### src/rtl/int_ctrl_pkg.sv
`default_nettype none
// ============================================================================
// Module      : int_ctrl_pkg
// Description : Shared FSM state encoding and register addresses for int_ctrl.
// Revision    : 1.0 - initial release
// ============================================================================
package int_ctrl_pkg;

    localparam logic [1:0] c_ST_IDLE    = 2'd0;
    localparam logic [1:0] c_ST_REQ     = 2'd1;
    localparam logic [1:0] c_ST_SERVICE = 2'd2;

    localparam logic [1:0] ADDR_MASK = 2'd0;
    localparam logic [1:0] ADDR_PEND = 2'd1;
    localparam logic [1:0] ADDR_ACT  = 2'd2;

endpackage
`default_nettype wire

### src/rtl/irq_edge_sync.sv
`default_nettype none
// ============================================================================
// Module      : irq_edge_sync
// Description : One request line: optional 2-flop synchronizer (INT_SYNC_EN)
//               followed by a rising-edge detector producing a 1-cycle pulse.
// Revision    : 1.0 - initial release
// ============================================================================
module irq_edge_sync (
    input  logic clk,
    input  logic reset,
    input  logic irq,
    output logic rise
);

    logic w_seen;
    logic r_prev;

`ifdef INT_SYNC_EN
    logic r_sync1;
    logic r_sync2;

    always_ff @(posedge clk or posedge reset) begin
        if (reset) begin
            r_sync1 <= 1'b0;
            r_sync2 <= 1'b0;
        end else begin
            r_sync1 <= irq;
            r_sync2 <= r_sync1;
        end
    end

    assign w_seen = r_sync2;
`else
    assign w_seen = irq;
`endif

    always_ff @(posedge clk or posedge reset) begin
        if (reset) begin
            r_prev <= 1'b0;
        end else begin
            r_prev <= w_seen;
        end
    end

    assign rise = w_seen & ~r_prev;

endmodule
`default_nettype wire

### src/rtl/int_ctrl.sv
`default_nettype none
// ============================================================================
// Module      : int_ctrl
// Description : Edge-capturing, maskable, fixed-priority interrupt controller
//               with ack/return handshake. Optional input sync: INT_SYNC_EN.
// Revision    : 1.0 - initial release
// ============================================================================
module int_ctrl
    import int_ctrl_pkg::*;
#(
    parameter int               N_IRQ    = 8,
    parameter logic [N_IRQ-1:0] RST_MASK = '0
) (
    input  logic             clk,
    input  logic             reset,
    input  logic [N_IRQ-1:0] irq,
    output logic [N_IRQ-1:0] int_e,
    input  logic             int_ack,
    input  logic             int_done,
    input  logic             reg_we,
    input  logic [1:0]       reg_addr,
    input  logic [7:0]       reg_wdata,
    output logic [7:0]       reg_rdata
);

    logic [1:0]       r_state;
    logic [1:0]       w_state_nxt;
    logic [N_IRQ-1:0] r_mask;
    logic [N_IRQ-1:0] r_pend;
    logic [N_IRQ-1:0] r_act;
    logic [N_IRQ-1:0] r_int_e;
    logic [N_IRQ-1:0] w_rise;
    logic [N_IRQ-1:0] w_elig;
    logic [N_IRQ-1:0] w_pick;
    logic [N_IRQ-1:0] w_pend_clr;
    logic [N_IRQ-1:0] w_ack_clr;
    logic             w_take_req;
    logic             w_take_ack;
    logic             w_drop;
    logic             w_take_done;

    generate
        for (genvar gi = 0; gi < N_IRQ; gi++) begin : g_edge
            irq_edge_sync u_edge (
                .clk   (clk),
                .reset (reset),
                .irq   (irq[gi]),
                .rise  (w_rise[gi])
            );
        end
    endgenerate

    // Bit 0 is highest priority: isolate the lowest set eligible bit.
    assign w_elig     = r_pend & r_mask;
    assign w_pick     = w_elig & (~w_elig + 1'b1);
    assign w_pend_clr = (reg_we && reg_addr == ADDR_PEND) ? reg_wdata : '0;

    always_ff @(posedge clk or posedge reset) begin
        if (reset) begin
            r_state <= c_ST_IDLE;
        end else begin
            r_state <= w_state_nxt;
        end
    end

    always_comb begin
        w_state_nxt = r_state;
        case (r_state)
            c_ST_IDLE: begin
                if (|w_elig) w_state_nxt = c_ST_REQ;
            end
            c_ST_REQ: begin
                if (int_ack)                         w_state_nxt = c_ST_SERVICE;
                else if ((r_int_e & w_elig) == '0)   w_state_nxt = c_ST_IDLE;
            end
            c_ST_SERVICE: begin
                if (int_done) w_state_nxt = c_ST_IDLE;
            end
            default: w_state_nxt = c_ST_IDLE;
        endcase
    end

    // A presented line that lost its mask or pending bit is withdrawn.
    always_comb begin
        w_take_req  = (r_state == c_ST_IDLE) && (|w_elig);
        w_take_ack  = (r_state == c_ST_REQ) && int_ack;
        w_drop      = (r_state == c_ST_REQ) && !int_ack && ((r_int_e & w_elig) == '0);
        w_take_done = (r_state == c_ST_SERVICE) && int_done;
        w_ack_clr   = w_take_ack ? r_int_e : '0;
    end

    always_ff @(posedge clk or posedge reset) begin
        if (reset) begin
            r_mask  <= RST_MASK;
            r_pend  <= '0;
            r_act   <= '0;
            r_int_e <= '0;
        end else begin
            if (reg_we && reg_addr == ADDR_MASK) r_mask <= reg_wdata;
            // A new edge outranks any clear of the same bit.
            r_pend <= (r_pend & ~(w_pend_clr | w_ack_clr)) | w_rise;
            if (w_take_req)               r_int_e <= w_pick;
            else if (w_take_ack || w_drop) r_int_e <= '0;
            if (w_take_ack)       r_act <= r_int_e;
            else if (w_take_done) r_act <= '0;
        end
    end

    always_comb begin
        reg_rdata = 8'h00;
        case (reg_addr)
            ADDR_MASK: reg_rdata = r_mask;
            ADDR_PEND: reg_rdata = r_pend;
            ADDR_ACT:  reg_rdata = r_act;
            default:   reg_rdata = 8'h00;
        endcase
    end

    assign int_e = r_int_e;

endmodule
`default_nettype wire

### config.mk
export PLATFORM = sky130hd
export DESIGN_NAME = int_ctrl
export DESIGN_NICKNAME = d
export VERILOG_FILES = /design/src/rtl/int_ctrl_pkg.sv /design/src/rtl/irq_edge_sync.sv /design/src/rtl/int_ctrl.sv
export SDC_FILE = /design/constraint.sdc
export NUM_CORES = 1
export LEC_CHECK = 0
export CAP_MARGIN = 20
export CORE_UTILIZATION = 35
export CTS_CLUSTER_DIAMETER = 80
export DETAILED_ROUTE_END_ITERATION = 8
export GPL_ROUTABILITY_DRIVEN = 0
export PLACE_DENSITY_LB_ADDON = 0.05
export SYNTH_ARGS = -nofsm -noshare
export SYNTH_HDL_FRONTEND = slang
export SYNTH_SLANG_ARGS = --single-unit
### constraint.sdc
create_clock -name clk -period 1.5 [get_ports clk]
set_clock_uncertainty 0.2 [all_clocks]
set_input_delay 0.15 -clock clk [delete_from_list [all_inputs] [get_ports clk]]
set_output_delay 0.15 -clock clk [all_outputs]
set_load 0.03 [all_outputs]
==> impl_results.md <==
- Wirelength, routed: 5.38 mm
- Power per cell area: 1460 nW/µm²
- Worst Setup End Kind: register
- Post-route minimum period: 1.65 ns
- Final Hold Slack: 0.0116 ns
- Area used by sequential logic in the layout: 1060 µm²
- Placed cells: 326
- FF-to-FF Start: r_pend[0]
- R2R setup slack: -0.15 ns
- Starting density of the core: 37.4%
- Post-synth top area share: 53.4%
- Synthesis-stage register bit count: 42
- Aggregate global routing overflow: 0
- Count of port buffers added during placement: 38
- Share of post-route cells with drive strength above 1: 46.2%
- Aggregate negative setup slack: -1.12 ns
- Tightest Pin Transition: 0.287 ns
- Standby leakage power: 0.00135 µW
- Classification of the worst setup path: reg -> reg
- Maximum frequency from static timing analysis: 0.607 GHz
- Largest net degree at the start of global routing: 43
- Slowest cell on crit path: sky130_fd_sc_hd__dfrtp_2
- Maximum level of the CTS H-tree: 2
- GRT Overall Usage: 19.4%
- Yosys warns: 0
- Critical path, cell by cell: nand3_2, nand4_1, o311a_4, a22o_1
- Max-slew headroom: 80.8%
- Multi-input combinational cell area: 973 µm²
- Largest area contributor in the synthesized netlist: sky130_fd_sc_hd__dfrtp_1
- Crit-path max FO: 5
- Post-layout worst setup margin: -0.148 ns
- Failing checks: setup timing
- Library cell used as clock root buffer: sky130_fd_sc_hd__clkbuf_8
- Initial antenna violation count: 0
- Part of the cycle the worst path needs: 110%
- Post-route insts no fill: 336
- Ports placed on the boundary: 39
- Worst flop-to-flop path endpoint: int_e[6]
- Core Region: 5270 µm²
- Cts-stage hold buffer count: 0
- Drt pass-1 iters: 4
- Antenna diode instance count: 0
- Peak ir drop on the vdd network: 765 µV
- Seq/Total Area, Yosys: 53.4%
- Top post-synthesis cells by area: sky130_fd_sc_hd__dfrtp_1 53%, sky130_fd_sc_hd__nand2_1 5.1%, sky130_fd_sc_hd__o21ai_0 5.1%
- Setup repair after global routing missed its margin: true
- Cell count after synthesis: 178
- Total of max-cap violations: 0
- Avg Synthesized Cell Area: 11.1 µm²
- Vert. Die Dim: 77.0 µm
- Starting DRT DRC Count: 62
- Nets: 289
- Post-synth net total: 201
- Post-route antenna net violation count: 0
- Area overhead of the layout relative to synthesis: 54.4%
- R2R cell count: 4
- CTS tree: built
- Commonest non-fill, non-tap cell in the layout: sky130_fd_sc_hd__buf_4
- Max Buffers Root-to-Sink: 2
- Via count of the first global-routing pass: 1774
- HPWL after DPL: 3.81 mm
- DR vias: 1696
- # setup viols final: 15
- Number of clock sinks seen by CTS: 42
- CTS buffer count: 5
- Number of remaining DRC errors: 0
- Tightest Hold Check Type: in -> async
- Clock latency on the worst-skew pair: 0.28 ns
- Clock-pin slew on the worst setup and hold paths: 0.08 ns
- Status: complete, but fails checks
- Hold violation count in the final report: 0
- Crit-path max cell delay: 0.45 ns
- Combined area of all synthesized cells: 1970 µm²
- Global-route wire length before repair: 8.95 mm
- Width of the die: 77.0 µm
- Vias per cell: 5.05
- Number of distinct library cells after synthesis: 32
- Placement row count: 26
- Required time worst endpoint: 1.47 ns
- Final count of pins violating max slew: 0
- Filler cells: 463
- Type of origin of the critical path: register
- Mean routed wirelength per cell: 16.0 µm
- Worst path arrival time: 1.62 ns
- Die Area: 5930 µm²
- Highest-count cells in the layout ignoring fill and taps: 42 x sky130_fd_sc_hd__buf_4, 31 x sky130_fd_sc_hd__dfrtp_1, 26 x sky130_fd_sc_hd__nand2_1
-- registers in the layout, indices dropped and copies added (netlist names) --
register,flops
r_mask,8
g_edge.u_edge.r_prev,8
int_e,8
r_state,2
r_pend,8
r_act,8
-- Yosys cell counts --
cell	count
sky130_fd_sc_hd__nor3_1	1
sky130_fd_sc_hd__a22o_1	9
sky130_fd_sc_hd__and2b_2	1
sky130_fd_sc_hd__mux2_2	8
sky130_fd_sc_hd__and2_1	1
sky130_fd_sc_hd__a22oi_4	1
sky130_fd_sc_hd__nand2b_4	1
sky130_fd_sc_hd__inv_1	11
sky130_fd_sc_hd__buf_2	3
sky130_fd_sc_hd__a21oi_1	1
sky130_fd_sc_hd__o21bai_1	1
sky130_fd_sc_hd__o311a_4	1
sky130_fd_sc_hd__o21ai_0	20
sky130_fd_sc_hd__dfrtp_1	42
sky130_fd_sc_hd__nand4_1	3
sky130_fd_sc_hd__nor3b_2	1
sky130_fd_sc_hd__a22oi_1	9
sky130_fd_sc_hd__nand3_4	1
sky130_fd_sc_hd__nor2b_1	2
sky130_fd_sc_hd__nand3_1	12
sky130_fd_sc_hd__nor2_4	1
sky130_fd_sc_hd__or2_2	1
sky130_fd_sc_hd__nand2_1	27
sky130_fd_sc_hd__mux2i_1	8
sky130_fd_sc_hd__o21ai_4	1
sky130_fd_sc_hd__o22ai_1	2
sky130_fd_sc_hd__nor2_1	1
sky130_fd_sc_hd__buf_6	1
sky130_fd_sc_hd__buf_4	1
sky130_fd_sc_hd__a32oi_1	1
sky130_fd_sc_hd__a31oi_4	1
sky130_fd_sc_hd__o2bb2ai_1	4
-- repair_timing --
item | 4_1_cts | 5_1_grt
buffers inserted | 1 | 2
setup endpoints to repair | 27 | 27
pin swaps | 6 | 15
gates resized for setup | 50 | 33
gates cloned | 0 | 0
-- worst max-delay path by stage --
| stage | slack, ns | cells past startpoint | start | end |
|---|---|---|---|---|
| 2_1_floorplan | -0.09 | 4 | int_e[3] | int_e[6] |
| 3_3_place_gp | -0.23 | 6 | reg_addr[0] | reg_rdata[0] |
| 6_report | -0.15 | 4 | r_pend[0] | int_e[6] |
| 3_5_place_dp | -0.28 | 6 | reg_addr[0] | reg_rdata[0] |
| 5_1_grt | -0.19 | 6 | r_pend[4] | int_e[1] |
| 4_1_cts | -0.13 | 5 | r_pend[4] | int_e[4] |
-- stage by stage --
step | power [µW] | worst slack [ns] | util [%] | area (µm²)
floorplan | 2610 | -0.0889 | - | 2000
global placement | 3540 | -0.230 | 52.9 | 2790
detailed placement | 3580 | -0.277 | 52.9 | 2790
CTS | 4320 | -0.131 | 55.8 | 2940
global route | 4720 | -0.192 | 57.7 | 3040
finish | 4440 | -0.148 | 57.7 | 3040
-- area by class of cell --
class,instances,share of cell area [%]
flip-flops and latches,42,35.0
inverters,11,1.36
repair buffers,86,26.2
well taps,70,2.88
multi-input cells,120,32.0
clock buffers,7,2.51
-- worst max-delay path: cells and delay by family (launching register included) --
family,cells,cell delay [ns]
AND/OR/NAND/NOR,2,0.23
flip-flops,1,0.45
AO/OA/AOI/OAI,2,0.65
-- where the power goes --
part / internal (µW) / total (µW) / switching (µW)
registers: 1390 / 1600 / 219
clock network: 321 / 673 / 353
logic: 1080 / 2170 / 1090
total: 2780 / 4440 / 1660
-- metal layers --
layer | track usage (%) | wire [µm] | up-vias
met2 | 32.8 | 2800 | 40
li1 | - | - | 821
met1 | 25.5 | 2360 | 833
met4 | 4.34 | 25 | 0
met5 | 0 | 0 | -
met3 | 4.29 | 195 | 2
-- logic make-up after synthesis --
group | share of synthesized area, %
buf+inv | 3.81
simple gates | 14.1
flops | 53.4
mux | 8.64
compound gates | 20.1
No activity file was read; power rests on OpenSTA's default activity.
